<file path="src/rtl/gate_arb_pkg.sv">
// Shared definitions for the shared gate arbiter.
// Contents:
//   OP_NOT/OP_AND/OP_OR/OP_XOR - 2-bit opcodes of the shared gate unit
//   state_e                    - arbiter FSM state encoding (ST_IDLE, ST_EXEC)
package gate_arb_pkg;

  localparam logic [1:0] OP_NOT = 2'b00;
  localparam logic [1:0] OP_AND = 2'b01;
  localparam logic [1:0] OP_OR  = 2'b10;
  localparam logic [1:0] OP_XOR = 2'b11;

  typedef enum logic {
    ST_IDLE = 1'b0,
    ST_EXEC = 1'b1
  } state_e;

endpackage

</file>
<file path="src/rtl/gate_unit.sv">
// Combinational bitwise gate datapath shared by all requesters.
// Ports:
//   op [1:0]       - opcode (NOT/AND/OR/XOR)
//   a  [WIDTH-1:0] - operand A
//   b  [WIDTH-1:0] - operand B (not used for NOT)
//   y  [WIDTH-1:0] - result
module gate_unit
  import gate_arb_pkg::*;
#(
  parameter int WIDTH = 8
) (
  input  logic [1:0]       op,
  input  logic [WIDTH-1:0] a,
  input  logic [WIDTH-1:0] b,
  output logic [WIDTH-1:0] y
);

  // Opcode decode to bitwise result
  always_comb begin
    y = '0;
    case (op)
      OP_NOT:  y = ~a;
      OP_AND:  y = a & b;
      OP_OR:   y = a | b;
      OP_XOR:  y = a ^ b;
      default: y = ~a;
    endcase
  end

endmodule

</file>
<file path="src/rtl/shared_gate_arbiter.sv">
// Shares one gate unit among N_REQ requesters. Each grant takes two cycles:
// IDLE captures the winner's operands and pulses ack, EXEC registers the
// result with valid and the winner's index.
// Build option: ARB_FIXED_PRIO_EN selects fixed priority (lowest index wins,
// pointer held at 0); otherwise round-robin starting from the pointer.
// Ports:
//   clk, rst_n - clock (rising edge), asynchronous active-low reset
//   req        - per-requester level request
//   op_bus     - opcode of requester i at [2i+1:2i]
//   a_bus      - operand A of requester i at [WIDTH*i +: WIDTH]
//   b_bus      - operand B of requester i at [WIDTH*i +: WIDTH]
//   ack        - one-hot pulse, operands of requester i captured
//   y          - result, valid only while valid=1
//   valid      - one-cycle result strobe
//   id         - index of the requester owning y
//   busy       - high while in EXEC
module shared_gate_arbiter
  import gate_arb_pkg::*;
#(
  parameter int N_REQ = 4,
  parameter int WIDTH = 8,
  parameter int ID_W  = $clog2(N_REQ)
) (
  input  logic                   clk,
  input  logic                   rst_n,
  input  logic [N_REQ-1:0]       req,
  input  logic [2*N_REQ-1:0]     op_bus,
  input  logic [WIDTH*N_REQ-1:0] a_bus,
  input  logic [WIDTH*N_REQ-1:0] b_bus,
  output logic [N_REQ-1:0]       ack,
  output logic [WIDTH-1:0]       y,
  output logic                   valid,
  output logic [ID_W-1:0]        id,
  output logic                   busy
);

  state_e           state_r, state_n;
  logic [ID_W-1:0]  ptr_r, ptr_n;
  logic [ID_W-1:0]  win_r, win_n;
  logic [ID_W-1:0]  id_r, id_n;
  logic [1:0]       op_r, op_n;
  logic [WIDTH-1:0] a_r, a_n, b_r, b_n, y_r, y_n;
  logic [N_REQ-1:0] ack_r, ack_n;
  logic             valid_r, valid_n, busy_r, busy_n;

  logic [N_REQ-1:0] rot_s;
  logic [ID_W-1:0]  off_s, win_s;
  logic [ID_W:0]    sum_s;
  logic             found_s;
  logic [N_REQ-1:0] grant_s;
  logic [1:0]       op_sel_s;
  logic [WIDTH-1:0] a_sel_s, b_sel_s, gate_y_s;

  // Winner search: rotate req so the pointer position lands at bit 0, take
  // the lowest set bit, then rotate the offset back into a requester index.
  always_comb begin
    rot_s   = N_REQ'({req, req} >> ptr_r);
    off_s   = '0;
    found_s = 1'b0;
    for (int j = 0; j < N_REQ; j++) begin
      if (!found_s && rot_s[j]) begin
        found_s = 1'b1;
        off_s   = ID_W'(j);
      end else begin
        found_s = found_s;
      end
    end
    sum_s = {1'b0, ptr_r} + {1'b0, off_s};
    if (sum_s >= (ID_W+1)'(N_REQ)) begin
      win_s = ID_W'(sum_s - (ID_W+1)'(N_REQ));
    end else begin
      win_s = sum_s[ID_W-1:0];
    end
    grant_s = {{(N_REQ-1){1'b0}}, 1'b1} << win_s;
  end

  // One-hot AND-OR mux of the winner's opcode and operands
  always_comb begin
    op_sel_s = 2'b00;
    a_sel_s  = '0;
    b_sel_s  = '0;
    for (int i = 0; i < N_REQ; i++) begin
      op_sel_s = op_sel_s | (op_bus[2*i +: 2] & {2{grant_s[i]}});
      a_sel_s  = a_sel_s  | (a_bus[WIDTH*i +: WIDTH] & {WIDTH{grant_s[i]}});
      b_sel_s  = b_sel_s  | (b_bus[WIDTH*i +: WIDTH] & {WIDTH{grant_s[i]}});
    end
  end

  gate_unit #(.WIDTH(WIDTH)) u_gate (
    .op (op_r),
    .a  (a_r),
    .b  (b_r),
    .y  (gate_y_s)
  );

  // Next-state and next-output logic of the arbiter FSM
  always_comb begin
    state_n = state_r;
    ptr_n   = ptr_r;
    win_n   = win_r;
    id_n    = id_r;
    op_n    = op_r;
    a_n     = a_r;
    b_n     = b_r;
    y_n     = y_r;
    ack_n   = '0;
    valid_n = 1'b0;
    busy_n  = 1'b0;
    case (state_r)
      ST_IDLE: begin
        if (found_s) begin
          win_n   = win_s;
          op_n    = op_sel_s;
          a_n     = a_sel_s;
          b_n     = b_sel_s;
          ack_n   = grant_s;
          busy_n  = 1'b1;
          state_n = ST_EXEC;
`ifdef ARB_FIXED_PRIO_EN
          ptr_n = '0;
`else
          if (win_s == ID_W'(N_REQ-1)) begin
            ptr_n = '0;
          end else begin
            ptr_n = win_s + ID_W'(1);
          end
`endif
        end else begin
          state_n = ST_IDLE;
        end
      end
      ST_EXEC: begin
        y_n     = gate_y_s;
        id_n    = win_r;
        valid_n = 1'b1;
        state_n = ST_IDLE;
      end
      default: begin
        state_n = ST_IDLE;
      end
    endcase
  end

  // State, pointer, latched operands and registered outputs
  always_ff @(posedge clk or negedge rst_n) begin
    if (!rst_n) begin
      state_r <= ST_IDLE;
      ptr_r   <= '0;
      win_r   <= '0;
      id_r    <= '0;
      op_r    <= 2'b00;
      a_r     <= '0;
      b_r     <= '0;
      y_r     <= '0;
      ack_r   <= '0;
      valid_r <= 1'b0;
      busy_r  <= 1'b0;
    end else begin
      state_r <= state_n;
      ptr_r   <= ptr_n;
      win_r   <= win_n;
      id_r    <= id_n;
      op_r    <= op_n;
      a_r     <= a_n;
      b_r     <= b_n;
      y_r     <= y_n;
      ack_r   <= ack_n;
      valid_r <= valid_n;
      busy_r  <= busy_n;
    end
  end

  assign ack   = ack_r;
  assign y     = y_r;
  assign valid = valid_r;
  assign id    = id_r;
  assign busy  = busy_r;

endmodule

</file>
<file path="config.mk">
export PLATFORM = sky130hd
export DESIGN_NAME = shared_gate_arbiter
export DESIGN_NICKNAME = d
export VERILOG_FILES = /design/src/rtl/gate_arb_pkg.sv /design/src/rtl/gate_unit.sv /design/src/rtl/shared_gate_arbiter.sv
export SDC_FILE = /design/constraint.sdc
export NUM_CORES = 1
export LEC_CHECK = 0
export ABC_AREA = 1
export BUFFER_PORTS_ARGS = -buffer_cell sky130_fd_sc_hd__buf_4
export CAP_MARGIN = 5
export CORE_AREA = 8 8 113 63
export DETAILED_ROUTE_END_ITERATION = 10
export DIE_AREA = 0 0 121 71
export GPL_TIMING_DRIVEN = 0
export PLACE_DENSITY = 0.85
export SYNTH_ARGS = -nofsm -noshare
export SYNTH_HDL_FRONTEND = slang
export SYNTH_HIERARCHICAL = 1
export SYNTH_SLANG_ARGS = --single-unit
</file>
<file path="constraint.sdc">
create_clock -name clk -period 8.46 [get_ports clk]
set_input_delay 0.846 -clock clk [delete_from_list [all_inputs] [get_ports clk]]
set_output_delay 0.846 -clock clk [all_outputs]
set_load 0.03 [all_outputs]
</file>
# After elaboration in Yosys (flattened, before gate mapping)
# Cells that the tools add are included.
# classes
magnitude_cmp	1
add_sub_neg	3
bitwise_logic	26
n_eq_ne	4
n_shift	2
muxes	16
n_reduce_logical	8
# op_table
op	n
8-bit AND	9
8-bit OR	7
8-bit one-hot mux with 4 select lines	1
2-bit AND	4
1-bit two-way mux	8
2-bit two-way mux	4
4-bit two-way mux	2
8-bit inverter	1
8-bit by 2-bit >> shifter with 4-bit output	1
8-bit bitwise XOR	1
2-bit == test, second input constant	3
2-bit OR	3
1-bit by 2-bit << shifter with 4-bit output, first input constant	1
2-bit by 2-bit adder with 3-bit output	1
3-bit >= comparator, second input constant	1
1-bit logical AND	3
1-bit logical NOT	3
2-bit by 1-bit adder with 2-bit output, second input constant	1
2-bit by 1-bit == test with 1-bit output, second input constant	1
2-bit logical NOT	1
1-bit one-hot mux with 2 select lines	1
2-bit AND reduction	1
2-bit by 1-bit subtractor with 2-bit output, second input constant	1
1-bit inverter	1
# totals
in_bits	78
out_inout_bits	16
register_bits	39
word_cells	71

# Longest topological paths before layout
# depth
ltp_word	19
ltp_mapped	21
depth_no_buf	18

# Modules after synthesis
# Netlist, hierarchy kept.
# by_module_without_submodules
mod	area_per_inst_um2	seq_area_each_um2	cells_per_inst	n_inst
shared_gate_arbiter	2438.6	950.9	264	1
gate_unit	558.0	0.0	86	1

# Least setup slack after synthesis
# Ideal clock, no wire load.
# synth_path
kind	input to register
from	in req[1]
to	reg a_r[4]
required_ns	8.398
arrival_time_ns	3.205
slack_ns	5.193
stages	20
cell_sequence	nand2_1 nand3_1 nand2_2 nand3_1 a21boi_0 ha_1 xnor2_1 inv_1 nand2_4 nand2_4 buf_12 inv_1 ha_1 clkbuf_1 clkbuf_1 a22o_1 nor2_1 nand3_1 nand2_1 inv_1
# synth_via
elab_chain_cells	19
# synth_lines
element	line_no	text
from (decl)	shared_gate_arbiter.sv:26	input logic [N_REQ-1:0] req,
8-bit by 2-bit >> shifter with 4-bit output (*)	shared_gate_arbiter.sv:57	rot_s = N_REQ'({req, req} >> ptr_r);
1-bit two-way mux	shared_gate_arbiter.sv:61	if (!found_s && rot_s[j]) begin
1-bit logical NOT	shared_gate_arbiter.sv:61	
1-bit logical AND	shared_gate_arbiter.sv:61	
1-bit two-way mux	shared_gate_arbiter.sv:61	
1-bit logical NOT	shared_gate_arbiter.sv:61	
1-bit logical AND	shared_gate_arbiter.sv:61	
1-bit two-way mux	shared_gate_arbiter.sv:61	
(+3 left out)	--	
2-bit by 2-bit adder with 3-bit output (*)	shared_gate_arbiter.sv:68	sum_s = {1'b0, ptr_r} + {1'b0, off_s};
net sum_s[1]	shared_gate_arbiter.sv:48	logic [ID_W:0] sum_s;
3-bit >= comparator / 2-bit by 1-bit subtractor with 2-bit output (equally long branches)	shared_gate_arbiter.sv:69, shared_gate_arbiter.sv:70	
2-bit two-way mux (*)	shared_gate_arbiter.sv:69	if (sum_s >= (ID_W+1)'(N_REQ)) begin
1-bit by 2-bit << shifter with 4-bit output (*)	shared_gate_arbiter.sv:74	grant_s = {{(N_REQ-1){1'b0}}, 1'b1} << win_s;
8-bit AND	shared_gate_arbiter.sv:84	a_sel_s = a_sel_s | (a_bus[WIDTH*i +: WIDTH] & {WIDTH{grant_s[i]}});
8-bit OR (2 in series)	shared_gate_arbiter.sv:84	
8-bit OR (*)	shared_gate_arbiter.sv:84	
to (signal assigned)	shared_gate_arbiter.sv:164	a_r <= a_n;
to (decl)	shared_gate_arbiter.sv:42	logic [WIDTH-1:0] a_r, a_n, b_r, b_n, y_r, y_n;
# Mark *: on every way through the listed nets, which the timed path passes. The rest lies on a longest branch.
# A chain may end at the register's enable or synchronous reset.

# Worst setup path in the final report
# layout_path
from	in req[1]
to	reg op_r[0]
# layout_via
elab_chain_cells	19
# layout_lines
element	line_no	text
8-bit by 2-bit >> shifter with 4-bit output (*)	shared_gate_arbiter.sv:57	
1-bit two-way mux	shared_gate_arbiter.sv:61	
1-bit logical NOT	shared_gate_arbiter.sv:61	
1-bit logical AND	shared_gate_arbiter.sv:61	
1-bit two-way mux	shared_gate_arbiter.sv:61	
1-bit logical NOT	shared_gate_arbiter.sv:61	
1-bit logical AND	shared_gate_arbiter.sv:61	
1-bit two-way mux	shared_gate_arbiter.sv:61	
(+3 left out)	--	
2-bit by 2-bit adder with 3-bit output (*)	shared_gate_arbiter.sv:68	
net sum_s[1]	shared_gate_arbiter.sv:48	
3-bit >= comparator / 2-bit by 1-bit subtractor with 2-bit output (equally long branches)	shared_gate_arbiter.sv:69, shared_gate_arbiter.sv:70	
2-bit two-way mux (*)	shared_gate_arbiter.sv:69	
1-bit by 2-bit << shifter with 4-bit output (*)	shared_gate_arbiter.sv:74	
2-bit AND	shared_gate_arbiter.sv:83	op_sel_s = op_sel_s | (op_bus[2*i +: 2] & {2{grant_s[i]}});
2-bit OR (2 in series)	shared_gate_arbiter.sv:83	
2-bit OR (*)	shared_gate_arbiter.sv:83	
to (signal assigned)	shared_gate_arbiter.sv:163	op_r <= op_n;
to (decl)	shared_gate_arbiter.sv:41	logic [1:0] op_r, op_n;
# Marks and branches as above.

==> run summary <==
vias: 2839
syn_area_per_cell: 8.56 um^2
CP Data Arrival Time: 4.00 ns
Syn Std Cell Area: 0.00300 mm^2
DRT Wirelength: 8.71 mm
Synth Instances: 350
antenna violations before repair: 0
Avg Vias per Cell: 5.38
Final Max Slew Viols: 0
first-pass GRT wire length: 14.6 mm
Max-Cap Viols: 0
synthesis-to-layout area growth: 29.7%
Clock transition at path regs: 0.08 ns
share of cells above drive strength 1: 0.390
Synthesized Nets: 447
Worst-Skew Late Latency: 0.30 ns
Avg WL per Cell: 16.5 um
Post-synth ARST share: 1.00
CTS sink count: 38
Core Area: 0.00568 mm^2
postcts setup bufs: 0
fin area: 0.00389 mm^2
critical path peak fanout: 10
ant diodes: 0
synth warn: 6
Synth area leader: dfrtp_1
status: completed
H-tree levels: 2
post-synth top area share: 0.317
I/O Buffers: 93
RSZ-0062 raised after global routing: no
die height: 71 um
Worst setup EP type: flip-flop
Worst Tran Pin Value: 0.709 ns
Hold Crit Class: flip-flop to flip-flop
GRT Util Overall: 0.208
Hold Buf Count CTS: 0
num rows: 20
io pins: 94
layout net count: 547
Post-synth top cells: 47 x inv_1, 47 x nand2_1, 38 x dfrtp_1
Final Critical Period: 3.76 ns
Worst R2R Setup Slack: 4.80 ns
Post-Place Worst Slack: 4.44 ns
Starting Density: 0.528
Worst slew margin: 0.527
residual DRC count: 0
Post-CTS Resized: 0
die width: 121 um
ranking of synthesized cells by area: dfrtp_1 32%, nand3_2 8.7%, ha_1 7.9%
drt initial violations: 198
Req. time, crit path: 8.70 ns
DRT Pass-1 Iters: 4
Worst setup SP type: input port
ANT nets after route: 0
ys flop type: dfrtp_1
setup TNS: 0 ns
total CTS buffers: 5
vias in the first global route: 3038
clock skew: 0.00491 ns
crit path kind: input port to flip-flop
die area: 0.00859 mm^2
worst hold slack: 0.500 ns
GP Congestion: 0.966
Final Hold Fails: 0
final worst slack: 4.70 ns
final setup vio count: 0
HPWL Detailed: 6.99 mm
highest clock rate: 0.266 GHz
Distinct cells, synth: 35
total global routing overflow: 0
Clock Tree Buf Depth: 2
Root Driver: clkbuf_8
Area after DPL: 0.00379 mm^2
Seq cells post-synth: 38
CTS tree: built
largest net degree at the start of global routing: 39
EDFF count, synth: 0
sequential fraction of the synthesis area: 0.317
period utilization: 0.445
==> metrics by stage <==
stage                util  instances
floorplan               -        350
global placement    0.667        520
detailed placement  0.667        520
CTS                 0.684        528
global route        0.684        528
finish              0.684        528
==> per-layer routing <==
layer,part of all wire,global-route usage,up-vias,wire length [um]
met5,0,0,-,0
met3,0.099,0.0723,13,864
met2,0.44,0.322,123,3870
met4,0.012,0.0467,0,102
met1,0.44,0.273,1332,3870
li1,-,-,1371,-
==> flip-flops by register name, indices dropped and copies added, names as in the netlist <==
signal	flops
a_r	8
b_r	8
y	8
ack	4
id	2
op_r	2
ptr_r	2
win_r	2
busy	1
valid	1
==> placed cells by master, fill, tap and decap left out, types with 5 or more instances in the layout <==
cell type,synthesis,routed
a22o_1,18,18
buf_4,2,95
ha_1,19,19
nand2_2,5,5
nand4_1,26,26
or2_2,5,5
nand3_1,35,35
nand3_2,26,26
clkbuf_1,5,5
nand2_1,47,47
clkbuf_8,2,8
mux2_2,10,10
dfrtp_1,38,38
nor2_1,21,21
or2_1,10,10
inv_1,47,47
==> kinds of logic (layout without fill, tap and decap cells) <==
kind of cell / Yosys count / after routing / synth area share
compound gates: 22 / 22 / 0.0614
xor+xnor: 1 / 1 / 0.00292
fa+ha+maj: 19 / 19 / 0.0793
buf+inv: 72 / 173 / 0.127
flops: 38 / 38 / 0.317
mux: 10 / 10 / 0.0376
simple gates: 188 / 188 / 0.375
==> worst paths after layout <==
path | cells after the start | endpoint | start
setup / recovery | 21 | op_r[0]$_DFFE_PN0P_ | req[1]
max in group asynchronous | 1 | valid$_DFF_PN0_ | rst_n
hold / removal | 2 | win_r[1]$_DFFE_PN0P_ | win_r[1]$_DFFE_PN0P_
hold reg to reg | 2 | win_r[1]$_DFFE_PN0P_ | win_r[1]$_DFFE_PN0P_
setup reg to reg | 21 | op_r[0]$_DFFE_PN0P_ | ptr_r[0]$_DFFE_PN0P_
min in group asynchronous | 1 | a_r[7]$_DFFE_PN0P_ | rst_n
==> worst max-delay path, cell delays in order <==
cell	delay (ns)
buf_4	0.11
nand2_1	0.08
nand3_1	0.10
nand2_2	0.12
nand3_1	0.08
a21boi_0	0.21
ha_1	0.21
xnor2_1	0.21
inv_1	0.14
nand2_4	0.16
nand2_4	0.10
buf_12	0.16
inv_1	0.05
ha_1	0.13
clkbuf_1	0.42
clkbuf_1	0.42
a22o_1	0.20
nor2_1	0.05
nand3_1	0.09
nand2_1	0.06
inv_1	0.05
==> layout make-up <==
cell class	instances	area (um^2)
fill	466	1790
multi-input combinational	240	1670
sequential	38	951
timing repair buffer	93	698
inverter	52	205
buffer	20	174
tap	77	96.3
clock buffer	6	82.6
clock inverter	2	12.5
Power is not shown: default switching activity piles up to over one toggle a cycle in this logic, so the estimate is an artifact.
